$ cat config.mk
export PLATFORM = sky130hd
export DESIGN_NAME = mode_dispatch
export DESIGN_NICKNAME = d
export VERILOG_FILES = /design/src/rtl/mode_dispatch_pkg.sv /design/src/rtl/dispatch_fifo.sv /design/src/rtl/mode_dispatch.sv
export SDC_FILE = /design/constraint.sdc
export NUM_CORES = 1
export LEC_CHECK = 0
export CORE_MARGIN = 5
export CORE_UTILIZATION = 30
export CTS_BUF_LIST = sky130_fd_sc_hd__clkbuf_8 sky130_fd_sc_hd__clkbuf_16
export CTS_CLUSTER_SIZE = 16
export DETAILED_ROUTE_END_ITERATION = 10
export PLACE_DENSITY = 0.56
export RECOVER_POWER = 25
export SYNTH_ARGS = -nofsm -noshare
export SYNTH_HDL_FRONTEND = slang
export SYNTH_HIERARCHICAL = 1
export SYNTH_SLANG_ARGS = --single-unit
$ cat constraint.sdc
create_clock -name clk -period 3.89 [get_ports clk]
set_input_delay 1.167 -clock clk [delete_from_list [all_inputs] [get_ports clk]]
set_output_delay 1.167 -clock clk [all_outputs]
set_load 0.02 [all_outputs]
$ cat src/rtl/mode_dispatch_pkg.sv
`default_nettype none
// ============================================================================
// Module      : mode_dispatch_pkg
// Description : Shared mode encodings, FSM state type and byte-swap helper
//               for the mode_dispatch return-path router.
// Revision    : 1.0 - initial release
// ============================================================================
package mode_dispatch_pkg;

    localparam logic [1:0] MODE_SSD_SWAP = 2'd0;
    localparam logic [1:0] MODE_CH2      = 2'd1;
    localparam logic [1:0] MODE_CH3      = 2'd2;
    localparam logic [1:0] MODE_DROP     = 2'd3;

    typedef enum logic [1:0] {
        IDLE  = 2'd0,
        RUN   = 2'd1,
        DRAIN = 2'd2
    } state_t;

    function automatic logic [15:0] byte_swap(input logic [15:0] w);
        return {w[7:0], w[15:8]};
    endfunction

endpackage
`default_nettype wire

$ cat src/rtl/dispatch_fifo.sv
`default_nettype none
// ============================================================================
// Module      : dispatch_fifo
// Description : Small synchronous FIFO (power-of-two depth) with occupancy.
// Revision    : 1.0 - initial release
// ============================================================================
module dispatch_fifo #(
    parameter int DW         = 16,
    parameter int FIFO_DEPTH = 4
) (
    input  logic                          clk,
    input  logic                          rst,
    input  logic                          push,
    input  logic                          pop,
    input  logic [DW-1:0]                 wdata,
    output logic [DW-1:0]                 rdata,
    output logic                          full,
    output logic                          empty,
    output logic [$clog2(FIFO_DEPTH):0]   level
);

    localparam int c_aw = $clog2(FIFO_DEPTH);

    logic [DW-1:0]   r_mem [FIFO_DEPTH];
    logic [c_aw-1:0] r_wr_ptr;
    logic [c_aw-1:0] r_rd_ptr;
    logic [c_aw:0]   r_level;
    logic            w_do_push;
    logic            w_do_pop;

    assign w_do_push = push && !full;
    assign w_do_pop  = pop && !empty;

    // Storage is not reset; the read side is only trusted while non-empty.
    always_ff @(posedge clk) begin
        if (w_do_push) begin
            r_mem[r_wr_ptr] <= wdata;
        end
    end

    always_ff @(posedge clk) begin
        if (rst) begin
            r_wr_ptr <= '0;
            r_rd_ptr <= '0;
            r_level  <= '0;
        end else begin
            if (w_do_push) r_wr_ptr <= r_wr_ptr + 1'b1;
            if (w_do_pop)  r_rd_ptr <= r_rd_ptr + 1'b1;
            case ({w_do_push, w_do_pop})
                2'b10:   r_level <= r_level + 1'b1;
                2'b01:   r_level <= r_level - 1'b1;
                default: r_level <= r_level;
            endcase
        end
    end

    assign rdata = r_mem[r_rd_ptr];
    assign full  = (r_level == (c_aw+1)'(FIFO_DEPTH));
    assign empty = (r_level == '0);
    assign level = r_level;

endmodule
`default_nettype wire

$ cat src/rtl/mode_dispatch.sv
`default_nettype none
// ============================================================================
// Module      : mode_dispatch
// Description : Routes one word stream to three sinks (or discards), with the
//               route frozen for a whole burst and a small output FIFO.
// Revision    : 1.0 - initial release
// ============================================================================
module mode_dispatch
    import mode_dispatch_pkg::*;
#(
    parameter int DW         = 16,
    parameter int FIFO_DEPTH = 4,
    parameter int BURST_LEN  = 256
) (
    input  logic          clk,
    input  logic          rst,
    input  logic [1:0]    mode,
    input  logic          en_in,
    input  logic [DW-1:0] din,
    output logic          in_ready,
    output logic          en1,
    output logic [DW-1:0] dout1,
    input  logic          rdy1,
    output logic          en2,
    output logic [DW-1:0] dout2,
    input  logic          rdy2,
    output logic          en3,
    output logic [DW-1:0] dout3,
    input  logic          rdy3,
    output logic [1:0]    mode_act,
    output logic          busy,
    output logic          ovf
);

    localparam int           c_cw   = $clog2(BURST_LEN + 1);
    localparam int           c_aw   = $clog2(FIFO_DEPTH);
    localparam logic [c_cw-1:0] c_last = c_cw'(BURST_LEN - 1);

    state_t          r_state;
    state_t          w_state_nxt;
    logic [c_cw-1:0] r_count;
    logic [1:0]      r_mode_act;
    logic            r_ovf;

    logic [1:0]      w_eff_mode;
    logic            w_accept;
    logic            w_push;
    logic            w_pop;
    logic [DW-1:0]   w_wdata;
    logic [DW-1:0]   w_rdata;
    logic            w_full;
    logic            w_empty;
    logic [c_aw:0]   w_level;

    assign w_eff_mode = (r_state == IDLE) ? mode : r_mode_act;
    assign in_ready   = (r_state != DRAIN) && !w_full;
    assign w_accept   = en_in && in_ready;
    assign w_push     = w_accept && (w_eff_mode != MODE_DROP);
    assign w_wdata    = (w_eff_mode == MODE_SSD_SWAP) ? byte_swap(din) : din;

    dispatch_fifo #(
        .DW         (DW),
        .FIFO_DEPTH (FIFO_DEPTH)
    ) u_fifo (
        .clk   (clk),
        .rst   (rst),
        .push  (w_push),
        .pop   (w_pop),
        .wdata (w_wdata),
        .rdata (w_rdata),
        .full  (w_full),
        .empty (w_empty),
        .level (w_level)
    );

    assign en1   = !w_empty && (r_mode_act == MODE_SSD_SWAP);
    assign en2   = !w_empty && (r_mode_act == MODE_CH2);
    assign en3   = !w_empty && (r_mode_act == MODE_CH3);
    assign dout1 = en1 ? w_rdata : '0;
    assign dout2 = en2 ? w_rdata : '0;
    assign dout3 = en3 ? w_rdata : '0;
    assign w_pop = (en1 && rdy1) || (en2 && rdy2) || (en3 && rdy3);

    always_comb begin
        w_state_nxt = r_state;
        case (r_state)
            IDLE:    if (w_accept) w_state_nxt = (BURST_LEN == 1) ? DRAIN : RUN;
            RUN:     if (w_accept && (r_count == c_last)) w_state_nxt = DRAIN;
            // Leave as soon as the final pop is under way, not a cycle later.
            DRAIN:   if (w_empty || ((w_level == (c_aw+1)'(1)) && w_pop)) w_state_nxt = IDLE;
            default: w_state_nxt = IDLE;
        endcase
    end

    always_ff @(posedge clk) begin
        if (rst) begin
            r_state    <= IDLE;
            r_count    <= '0;
            r_mode_act <= MODE_SSD_SWAP;
            r_ovf      <= 1'b0;
        end else begin
            r_state <= w_state_nxt;
            if ((r_state == DRAIN) && (w_state_nxt == IDLE)) begin
                r_count <= '0;
            end else if (w_accept) begin
                r_count <= r_count + 1'b1;
            end
            if (w_accept && (r_state == IDLE)) r_mode_act <= mode;
            if (en_in && !in_ready)            r_ovf      <= 1'b1;
        end
    end

    assign mode_act = r_mode_act;
    assign busy     = (r_state != IDLE);
    assign ovf      = r_ovf;

endmodule
`default_nettype wire

# Word-level counts from Yosys, hierarchy flattened
# Memories as Yosys holds them, arrays and structs flattened. A register that Yosys moved wholly into a read port is not among the register bits.
# Cells that the tools add are included.
[totals] regBits=21 ramBits=64 output_inout_bits=56 n_memories=1
[memory_table] memory="u_fifo.r_mem" words=4 word_bits=16 rd=1 rd_clocked_by_memory_dff=1 wr=1 line="dispatch_fifo.sv:24" text="logic [DW-1:0] r_mem [FIFO_DEPTH];"
[op_classes] add_sub_neg=5 eq_ne=11 muxes=14 n_reduce_logical=30
[op_table] op="16-bit 2-to-1 mux" count=4
[op_table] op="1-bit logical AND" count=16
[op_table] op="2-bit 2-to-1 mux" count=6
[op_table] op="9-bit by 1-bit adder with 9-bit output (second input constant)" count=1
[op_table] op="9-bit by 8-bit == test with 1-bit output (second input constant)" count=1
[op_table] op="2-bit logical NOT" count=4
[op_table] op="2-bit by 1-bit == test with 1-bit output (second input constant)" count=3
[op_table] op="2-bit == test (second input constant)" count=3
[op_table] op="2-bit one-hot mux with 3 select lines" count=1
[op_table] op="3-bit one-hot mux with 2 select lines" count=1
[op_table] op="2-bit by 1-bit adder with 2-bit output (second input constant)" count=2
[op_table] op="2-bit inequality test (second input constant)" count=2
[op_table] op="2-bit nonzero test" count=2
[op_table] op="3-bit by 1-bit adder with 3-bit output (second input constant)" count=1
[op_table] op="3-bit by 1-bit == test with 1-bit output (second input constant)" count=1
[op_table] op="3-bit == test (second input constant)" count=1
[op_table] op="1-bit logical NOT" count=3
[op_table] op="3-bit logical NOT" count=1
[op_table] op="1-bit logical OR" count=3
[op_table] op="3-bit by 1-bit subtractor with 3-bit output (second input constant)" count=1
[op_table] op="1-bit 2-to-1 mux" count=2
[op_table] op="2-bit OR reduction" count=1

# Depth between registers and ports, before layout
# Gate-level depths: netlist of run 1.
[logic_depth] word_depth=13 depth_mapped=15 ltp_nobuf=14

# By module
# The synthesis of run 1 kept the hierarchy.
[modules_own_cells] mod="dispatch_fifo" n_inst=1 cells_per_inst=138 area_per_inst_um2=2821.5
[modules_own_cells] mod="mode_dispatch" n_inst=1 cells_per_inst=161 area_per_inst_um2=1391.3

# Worst setup path before layout of run 1
# No wires, ideal clock.
[synth_path] path_type="input -> register" start="input en_in" end="register u_fifo.r_level[2], in the netlist u_fifo/level[2]" setup_ps=70 t_arrival_ps=3100 required_time_ps=3820 path_slack_ps=720 path_stages=14 path_cell_list="nand2b_1 > buf_6 > nor2_2 > o21ai_0 > a31oi_1 > inv_1 > nor2_1 > inv_1 > ha_1 > inv_1 > fa_1 > xor2_1 > or3_1 > a21oi_1"
[synth_between] elab_chain_cells=5
[synth_rtl] element="from (decl)" line="mode_dispatch.sv:18" text="input logic en_in,"
[synth_rtl] element="1-bit logical AND (*)" line="mode_dispatch.sv:57" text="assign w_accept = en_in && in_ready;"
[synth_rtl] element="1-bit logical AND (*)" line="mode_dispatch.sv:58" text="assign w_push = w_accept && (w_eff_mode != MODE_DROP);"
[synth_rtl] element="via w_push" line="mode_dispatch.sv:47" text="logic w_push;"
[synth_rtl] element="1-bit logical AND (*)" line="dispatch_fifo.sv:31" text="assign w_do_push = push && !full;"
[synth_rtl] element="2-bit by 1-bit == test with 1-bit output / 2-bit == test (equally long branches)" line="dispatch_fifo.sv:49" text="case ({w_do_push, w_do_pop})"
[synth_rtl] element="3-bit one-hot mux with 2 select lines / 2-bit nonzero test (equally long branches)"
[synth_rtl] element="to (signal assigned)" line="dispatch_fifo.sv:50" text="2'b10: r_level <= r_level + 1'b1;"
[synth_rtl] element="to (signal assigned)" line="dispatch_fifo.sv:51" text="2'b01: r_level <= r_level - 1'b1;"
[synth_rtl] element="to (signal assigned)" line="dispatch_fifo.sv:52" text="default: r_level <= r_level;"
[synth_rtl] element="to (decl)" line="dispatch_fifo.sv:27" text="logic [c_aw:0] r_level;"
# The timed path passes the listed nets; every way through them passes the cells marked *.
# A chain may end at the register's enable or synchronous reset.

# Final worst setup path of run 1
[layout_path] start="register u_fifo.r_level[0], in the netlist u_fifo/level[0]" end="output dout3[2]"
[layout_between] elab_chain_cells=4
[layout_rtl] element="3-bit logical NOT" line="dispatch_fifo.sv:59" text="assign empty = (r_level == '0);"
[layout_rtl] element="via w_empty" line="mode_dispatch.sv:52" text="logic w_empty;"
[layout_rtl] element="1-bit logical NOT" line="mode_dispatch.sv:78" text="assign en3 = !w_empty && (r_mode_act == MODE_CH3);"
[layout_rtl] element="1-bit logical AND" line="mode_dispatch.sv:78"
[layout_rtl] element="16-bit 2-to-1 mux" line="mode_dispatch.sv:81" text="assign dout3 = en3 ? w_rdata : '0;"
[layout_rtl] element="to (decl)" line="mode_dispatch.sv:28" text="output logic [DW-1:0] dout3,"
# The timed path passes the listed nets, and every way through them passes these cells.

==> impl_metrics.env, run 1 <==
export IMPL_finalSetupTns_ns=0
export IMPL_status="finished, final reports clean"
export IMPL_first_pass_iters=6
export IMPL_slew_limit_headroom=0.2360
export IMPL_netlist_instances=299
export IMPL_synth_edf_count=64
export IMPL_detailed_place_hpwl_um=6334
export IMPL_finalWeightedCongestion=0.7396
export IMPL_grt_pass1_wl_um=13970
export IMPL_antenna_found_initial=0
export IMPL_area_delta_synth_final_pct=30.26
export IMPL_grt_pass1_vias=2621
export IMPL_cts_root_buf="clkbuf_16"
export IMPL_drc_errors=0
export IMPL_layout_commonest_cell="clkdlybuf4s50_1"
export IMPL_crit_fanout=17
export IMPL_tritoncts="yes"
export IMPL_port_buffers=79
export IMPL_core_area_um2=13830
export IMPL_grt_start_max_net_pins=18
export IMPL_cts_sinks=87
export IMPL_synth_seq_area_share=0.5655
export IMPL_drv_cap=0
export IMPL_regToRegEndpoint="u_fifo/level[2]"
export IMPL_critPathArrivalTime_ns=2.49
export IMPL_synthArstFlopShare=0
export IMPL_required_ns=2.72
export IMPL_synth_fp_nets=331
export IMPL_tightest_slew_ns=1.134
export IMPL_vias_per_cell=4.567
export IMPL_initial_core_util=0.3047
export IMPL_fin_worst_skew_ns=0.008982
export IMPL_drive_gt1_frac=0.1418
export IMPL_post_cts_buffers=0
export IMPL_p_leak_nw=1.850
export IMPL_numCtsBuffers=9
export IMPL_h_tree_depth=3
export IMPL_holdPathStages=2
export IMPL_finalHoldViolCount=0
export IMPL_cp_end_kind="output port"
export IMPL_insertion_delay_ns=0.34
export IMPL_clk_pin_slew_worst_paths_ns=0.06
export IMPL_maxUsedRoutingLayer="met4"
export IMPL_antennaDiodeCount=0
export IMPL_cts_buffer_depth=2
export IMPL_nets=422
export IMPL_num_rows=43
export IMPL_ant_nets=0
export IMPL_hp_start="ovf"
export IMPL_hold_buffers=0
export IMPL_synth_seq_cells=87
export IMPL_ff2ff_setup_slack_ns=1.15
export IMPL_vias=2626
export IMPL_num_io_pins=80
export IMPL_rsz0062_at_grt="no"
export IMPL_period_share=0.9398
export IMPL_dr_wl_met2_um=4048
export IMPL_hold_path_class="reg -> reg"
export IMPL_cellPowerDensity_nw_per_um2=491.9
export IMPL_synth_cell_type_count=45
export IMPL_dr_first_iter_drc_count=108
export IMPL_routedWlPerCell_um=15.19
export IMPL_dieWidth_um=128.5
export IMPL_final_cell_mix="74 x clkdlybuf4s50_1, 64 x edfxtp_1, 52 x and2_1, 24 x nor2_1, 23 x dfxtp_1"
export IMPL_max_freq_ghz=0.2735
export IMPL_yosys_warnings=6
export IMPL_rr_startpoint="u_fifo/level[2]"
export IMPL_die_h_um=128.5
export IMPL_fp_dieArea_um2=16510
export IMPL_finalSetupViolations=0
export IMPL_whs_ns=0.4557
export IMPL_synth_ff_type="edfxtp_1"
export IMPL_avgSynthCellArea_um2=14.09
export IMPL_total_power_mw=2.699
export IMPL_routed_wl_um=8736
export IMPL_period_needed_ns=3.656
export IMPL_wl_met1_um=4046
export IMPL_worstRegToRegCells=14
export IMPL_hold_end="ovf"
export IMPL_start_kind="flop"
export IMPL_synth_area_um2=4213
export IMPL_maxSlewViolCount=0
export IMPL_peakVddDrop_mv=0.2050
export IMPL_grt_ovfl_total=0
export IMPL_dr_wl_met3_um=492
export IMPL_worstSetupPathType="reg -> out"
export IMPL_grt_usage=0.1092
[synth_stat cells (4+ instances only)]
cell,instances,area share
a21oi_1,7,0.0083
buf_2,6,0.0071
mux2_2,6,0.016
xnor2_1,7,0.015
nand3_1,5,0.0059
nor3_1,5,0.0059
nor2_1,23,0.020
inv_1,11,0.0098
mux2i_1,4,0.0095
and2_1,52,0.077
nand2_1,6,0.0053
ha_1,7,0.021
mux4_2,10,0.053
dfxtp_1,23,0.11
o21ai_0,7,0.0083
mux2_4,10,0.036
mux4_1,6,0.037
edfxtp_1,64,0.46
[worst max-delay path: stages, from the launching register on]
cell and delay [ns]:
dfxtp_1 0.47, nor3_1 0.15, buf_4 0.19, nor3b_4 0.51, and2_1 0.23, clkdlybuf4s50_1 0.61
[report_power, final]
| group | switching (mW) | internal, mW | total [mW] |
|---|---|---|---|
| clock network | 0.358 | 0.503 | 0.860 |
| logic | 0.382 | 0.342 | 0.724 |
| registers | 0.0364 | 1.08 | 1.12 |
[cells by family after synthesis]
logic type	Yosys count	synth area share
buf+inv	24	0.03713
simple gates	113	0.1660
xor+xnor	10	0.02079
compound gates	21	0.03297
flops	87	0.5655
fa+ha+maj	8	0.02554
mux	36	0.1521
[worst max path at each step]
stage	endpoint	startpoint	cells after the start
floorplan	u_fifo/level[2]	en_in	14
global placement	u_fifo/level[2]	rdy3	12
detailed placement	u_fifo/level[2]	rdy3	12
CTS	dout2[2]	u_fifo/level[0]	5
global route	dout3[2]	u_fifo/level[0]	5
finish	dout3[2]	u_fifo/level[0]	5
[through the flow]
step	worst slack, ns	cell area (um2)	utilization	std cells
2_1_floorplan	0.7200	4213	-	299
3_3_place_gp	0.3677	5219	0.3774	559
3_5_place_dp	0.3345	5219	0.3774	559
4_1_cts	0.001871	5529	0.3999	575
5_1_grt	0.04197	5488	0.3969	575
6_report	0.2343	5488	0.3969	575
[metal layers]
layer  vias to the layer above  global-route usage
met5                         -                   0
met4                         0             0.04447
met3                        11             0.02159
met2                        75              0.1811
met1                      1269              0.1403
li1                       1271                   -
[flip-flops by register name (all words and copies together) (netlist names), named ones only]
signal           flops
u_fifo/r_rd_ptr      2
u_fifo/r_wr_ptr      2
u_fifo/level         3
mode_act             2
r_count              9
r_state              2
ovf                  1
u_fifo/r_mem        64
[cell type report]
class / instances / area (um2)
repair buffers: 93 / 884.6
clock inverters: 7 / 78.83
fillers: 1300 / 8339
inverters: 11 / 41.29
flip-flops and latches: 87 / 2382
clock buffers: 9 / 225.2
multi-input cells: 188 / 1650
well taps: 180 / 225.2
[repair_timing]
| item | 4_1_cts | 5_1_grt |
|---|---|---|
| resized for setup | 1 | 1 |
| endpoints found under the hold margin | 0 | 0 |
| endpoints found under the setup margin | 2 | 17 |
| pin swaps | 0 | 0 |
| cloned | 0 | 0 |
Note: power is estimated with default switching activity, not from simulation.
==> inputs of run 2 (changes only) <==
Settings changed: CORE_ASPECT_RATIO set to 1.4, HOLD_SLACK_MARGIN set to 0.05, SLEW_MARGIN set to 20.
==> run 2 against run 1 <==
  * Combinational power down 1%
  * Sequential share of layout area hardly changed
  * Flip-flop and latch count did not move
  * Total power decreased by 0.35%
  * Wire length shrank 1.6%
  * First-iteration DRC count fell by 57%
  * Global-route usage shrank 0.10 points
  * Clock power is 0.6% lower
  * Clock skew shrank 0.0056 ns
  * Largest cell class unchanged
  * Critical endpoint is now dout2[11]
  * Sequential power is essentially flat
  * Register-to-register slack better by 0.09 ns
  * Non-clock buffer count unchanged
==> impl_metrics.env, run 2 (synthesis results as in run 1) <==
export IMPL_dr_wl_met3_um=477
export IMPL_ant_nets=0
export IMPL_required_ns=2.72
export IMPL_critPathArrivalTime_ns=2.33
export IMPL_routedWlPerCell_um=14.82
export IMPL_cts_root_buf="clkbuf_16"
export IMPL_finalHoldViolCount=0
export IMPL_ff2ff_setup_slack_ns=1.24
export IMPL_seq_area_um2=2382
export IMPL_hold_buffers=0
export IMPL_grt_pass1_wl_um=13520
export IMPL_numCtsBuffers=9
export IMPL_area_delta_synth_final_pct=30.12
export IMPL_final_area_um2=5482
export IMPL_start_kind="flop"
export IMPL_status="finished, final reports clean"
export IMPL_drv_cap=0
export IMPL_peakVddDrop_mv=0.2670
export IMPL_worstRegToRegCells=14
export IMPL_fin_cells=580
export IMPL_grt_pass1_vias=2648
export IMPL_cellPowerDensity_nw_per_um2=490.7
export IMPL_num_rows=51
export IMPL_maxUsedRoutingLayer="met4"
export IMPL_multi_input_area_um2=1640
export IMPL_dr_wl_met2_um=4467
export IMPL_worstSetupPathType="reg -> out"
export IMPL_finalSetupViolations=0
export IMPL_largest_reg_flops=64
export IMPL_grt_ovfl_total=0
export IMPL_period_needed_ns=3.492
export IMPL_cts_sinks=87
export IMPL_grt_start_max_net_pins=18
export IMPL_fill_cells=1325
export IMPL_rsz0062_at_grt="no"
export IMPL_regToRegEndpoint="u_fifo/level[2]"
export IMPL_cts_buffer_depth=2
export IMPL_tightest_slew_ns=1.154
export IMPL_dieWidth_um=110.2
export IMPL_initial_core_util=0.3042
export IMPL_drive_gt1_frac=0.1418
export IMPL_final_cell_mix="74 x clkdlybuf4s50_1, 64 x edfxtp_1, 52 x and2_1, 23 x nor2_1, 23 x dfxtp_1"
export IMPL_finalWeightedCongestion=0.7476
export IMPL_total_power_mw=2.690
export IMPL_wl_met1_um=3505
export IMPL_first_pass_iters=4
export IMPL_crit_fanout=16
export IMPL_vias_per_cell=4.472
export IMPL_vias=2594
export IMPL_crit_end="dout2[11]"
export IMPL_nets=422
export IMPL_drc_errors=0
export IMPL_core_area_um2=13850
export IMPL_antennaDiodeCount=0
export IMPL_port_buffers=79
export IMPL_layout_commonest_cell="clkdlybuf4s50_1"
export IMPL_antenna_found_initial=0
export IMPL_insertion_delay_ns=0.33
export IMPL_tritoncts="yes"
export IMPL_detailed_place_hpwl_um=6187
export IMPL_fp_dieArea_um2=16550
export IMPL_p_leak_nw=1.848
export IMPL_clk_pin_slew_worst_paths_ns=0.06
export IMPL_h_tree_depth=3
export IMPL_period_share=0.8978
export IMPL_dr_first_iter_drc_count=46
export IMPL_slew_limit_headroom=0.2223
export IMPL_finalSetupTns_ns=0
export IMPL_max_freq_ghz=0.2863
export IMPL_dpl_cell_area_um2=5225
export IMPL_dp_cells=564
export IMPL_whs_ns=0.4482
export IMPL_die_h_um=150.2
export IMPL_routed_wl_um=8594
export IMPL_regMostFlops="u_fifo/r_mem"
export IMPL_rr_startpoint="u_fifo/level[2]"
export IMPL_fin_worst_skew_ns=0.003333
export IMPL_post_cts_buffers=0
export IMPL_hold_path_class="reg -> reg"
export IMPL_num_io_pins=80
export IMPL_maxSlewViolCount=0
export IMPL_grt_usage=0.1081
export IMPL_cp_end_kind="output port"
export IMPL_cts_resized=0
run 2: where the power goes:
group / internal (mW) / switching, mW
registers: 1.08 / 0.0400
clock network: 0.504 / 0.351
logic: 0.339 / 0.378
total: 1.92 / 0.769
run 2: worst min path at each step:
| stage | startpoint | to | slack [ns] | cells after the start |
|---|---|---|---|---|
| after floorplan | u_fifo/r_rd_ptr[1] | flop | 0.46 | 2 |
| after global placement | ovf | ovf | 0.44 | 2 |
| after detailed placement | ovf | ovf | 0.45 | 2 |
| after CTS | ovf | ovf | 0.45 | 2 |
| after global routing | ovf | ovf | 0.47 | 2 |
| final | ovf | ovf | 0.45 | 2 |
run 2: final cells by class:
type                       instances  area share
timing repair buffer              93      0.1607
clock buffer                       9     0.04109
inverter                          11    0.007533
sequential                        87      0.4346
multi-input combinational        188      0.2992
clock inverter                     7     0.01461
tap                              185     0.04223
run 2: routing by layer:
metal / vias up / global-route usage
li1: 1268 / -
met1: 1240 / 0.1254
met2: 76 / 0.1953
met3: 10 / 0.01673
met4: 0 / 0.04436
met5: - / 0
run 2: worst max-delay path: stages (launching register included):
cell and delay, ns:
dfxtp_1 0.31, buf_4 0.30, mux4_1 0.67, and2_1 0.17
clkdlybuf4s50_1 0.54
run 2: metrics by stage:
stage                 util  setup slack (ns)
floorplan                -            0.7200
global placement    0.3773            0.4067
detailed placement  0.3773            0.3653
CTS                 0.3994            0.3446
global route        0.3959            0.2904
finish              0.3959            0.3977
==> inputs of run 3 (changes only) <==
Settings changed: GPL_TIMING_DRIVEN set to 0.
==> run 3 against run 2 <==
  * Largest power group unchanged
  * Clock skew barely moved
  * Clock power rose by 2.3%
  * Hold slack improved by 0.0038 ns
  * Setup slack got worse by 0.21 ns
  * Final cell count fell by 0.34%
  * Largest cell class unchanged
  * Global-route usage rose by 0.26 points
  * Critical path depth rose by 1
  * Non-clock buffer count fell by 1
  * Register-to-register slack got worse by 0.35 ns
  * First-iteration DRC count rose by 67%
  * Sequential power barely moved
==> impl_metrics.env, run 3 (synthesis results as in run 1) <==
export IMPL_grt_pass1_wl_um=13520
export IMPL_finalSetupViolations=0
export IMPL_multi_input_area_um2=1678
export IMPL_worst_slack_ns=0.1828
export IMPL_critPathArrivalTime_ns=3.77
export IMPL_antennaDiodeCount=0
export IMPL_h_tree_depth=3
export IMPL_required_ns=3.95
export IMPL_grt_usage=0.1108
export IMPL_port_buffers=79
export IMPL_routedWlPerCell_um=15.25
export IMPL_p_leak_nw=1.898
export IMPL_crit_family="buffers and inverters"
export IMPL_post_cts_buffers=0
export IMPL_initial_core_util=0.3042
export IMPL_fill_cells=1331
export IMPL_path_buf_inv=2
export IMPL_largest_reg_flops=64
export IMPL_routed_wl_um=8812
export IMPL_grt_pass1_vias=2607
export IMPL_insertion_delay_ns=0.33
export IMPL_status="finished, final reports clean"
export IMPL_peakVddDrop_mv=0.2291
export IMPL_num_rows=51
export IMPL_rr_startpoint="u_fifo/level[0]"
export IMPL_die_h_um=150.2
export IMPL_total_power_mw=2.724
export IMPL_dr_first_iter_drc_count=77
export IMPL_hp_start="ovf"
export IMPL_grt_ovfl_total=0
export IMPL_crit_start="mode[0]"
export IMPL_finalWeightedCongestion=0.7378
export IMPL_num_io_pins=80
export IMPL_cpPeakStageDelay_ns=0.76
export IMPL_post_place_ws_ns=-0.2604
export IMPL_nets=421
export IMPL_hold_path_class="reg -> reg"
export IMPL_cts_buffer_depth=2
export IMPL_antenna_found_initial=0
export IMPL_fin_worst_skew_ns=0.003050
export IMPL_tritoncts="yes"
export IMPL_area_delta_synth_final_pct=31.19
export IMPL_vias_per_cell=4.516
export IMPL_vias=2610
export IMPL_slew_limit_headroom=0.2359
export IMPL_tightest_slew_ns=1.134
export IMPL_cp_end_kind="flop"
export IMPL_fp_dieArea_um2=16550
export IMPL_crit_fanout=10
export IMPL_drive_gt1_frac=0.1374
export IMPL_cellPowerDensity_nw_per_um2=492.9
export IMPL_clk_pin_slew_worst_paths_ns=0.06
export IMPL_core_area_um2=13850
export IMPL_maxSlewViolCount=0
export IMPL_ant_nets=0
export IMPL_max_freq_ghz=0.2697
export IMPL_start_kind="primary input"
export IMPL_cts_sinks=87
export IMPL_first_pass_iters=4
export IMPL_seq_area_um2=2382
export IMPL_drc_errors=0
export IMPL_cts_root_buf="clkbuf_16"
export IMPL_period_needed_ns=3.707
export IMPL_hold_buffers=0
export IMPL_layout_commonest_cell="clkdlybuf4s50_1"
export IMPL_final_core_util=0.3991
export IMPL_worstSetupPathType="in -> reg"
export IMPL_regMostFlops="u_fifo/r_mem"
export IMPL_crit_path_top_delay_cell="a21oi_1"
export IMPL_numCtsBuffers=9
export IMPL_finalSetupTns_ns=0
export IMPL_finalHoldViolCount=0
export IMPL_dieWidth_um=110.2
export IMPL_crit_chain="dlygate4sd3_1 -> nor2_1 -> a21oi_1 -> clkbuf_1 -> mux2_1"
export IMPL_final_cell_mix="73 x clkdlybuf4s50_1, 64 x edfxtp_1, 52 x and2_1, 23 x dfxtp_1, 22 x nor2_1"
export IMPL_grt_start_max_net_pins=17
export IMPL_detailed_place_hpwl_um=6554
export IMPL_rsz0062_at_grt="no"
export IMPL_drv_cap=0
export IMPL_period_share=0.9530
run 3: cell count changes in the layout (fill, tap and decap cells not counted), sizes merged:
cell | previous run | this run
clkdlybuf4s50 | 74 | 73
bufinv | 1 | 2
clkinv | 2 | 1
clkbuf | 13 | 10
dlygate4sd3 | 5 | 6
clkinvlp | 2 | 1
buf | 10 | 12
run 3: power by group:
group | switching (mW) | leakage, nW | internal [mW] | total [mW]
Combinational | 0.391 | 0.974 | 0.344 | 0.734
Sequential | 0.0349 | 0.773 | 1.08 | 1.12
Clock | 0.323 | 0.152 | 0.551 | 0.875
run 3: layout make-up:
cell class,count,share of cell area
Sequential cell,87,0.4311
Multi-Input combinational cell,188,0.3036
Timing Repair Buffer,79,0.1431
Tap cell,185,0.04188
Clock buffer,9,0.04075
Buffer,13,0.01789
Clock inverter,6,0.01426
Inverter,11,0.007471
run 3: repair_timing:
action | in CTS | in global routing
endpoints found under the hold margin | 0 | 0
gates resized for setup | 1 | 4
setup endpoints to repair | 27 | 85
run 3: tightest hold or removal path, stage by stage, from the launching register on:
cell     delay, ns
dfxtp_1       0.31
inv_1         0.05
a21oi_1       0.05
run 3: worst paths after layout:
kind | to | slack [ns] | cells after the start
worst max-delay path | u_fifo/r_mem[0][10] | 0.18 | 5
worst min-delay path | ovf | 0.45 | 2
worst max register to register | u_fifo/level[2] | 0.89 | 15
worst min register to register | ovf | 0.45 | 2
run 3: per-stage QoR:
stage | hold WS, ns | std cells | cell area (um2)
final | 0.4520 | 578 | 5527
after global routing | 0.4800 | 578 | 5527
after CTS | 0.4648 | 578 | 5544
after detailed placement | 0.4525 | 563 | 5235
after floorplan | 0.4591 | 299 | 4213
after global placement | 0.4444 | 563 | 5235
run 3: metal layers:
layer  track usage  part of all wire
met2        0.1996              0.53
met1        0.1239              0.39
met5             0                 0
met4       0.04436             0.012
met3       0.02574             0.059
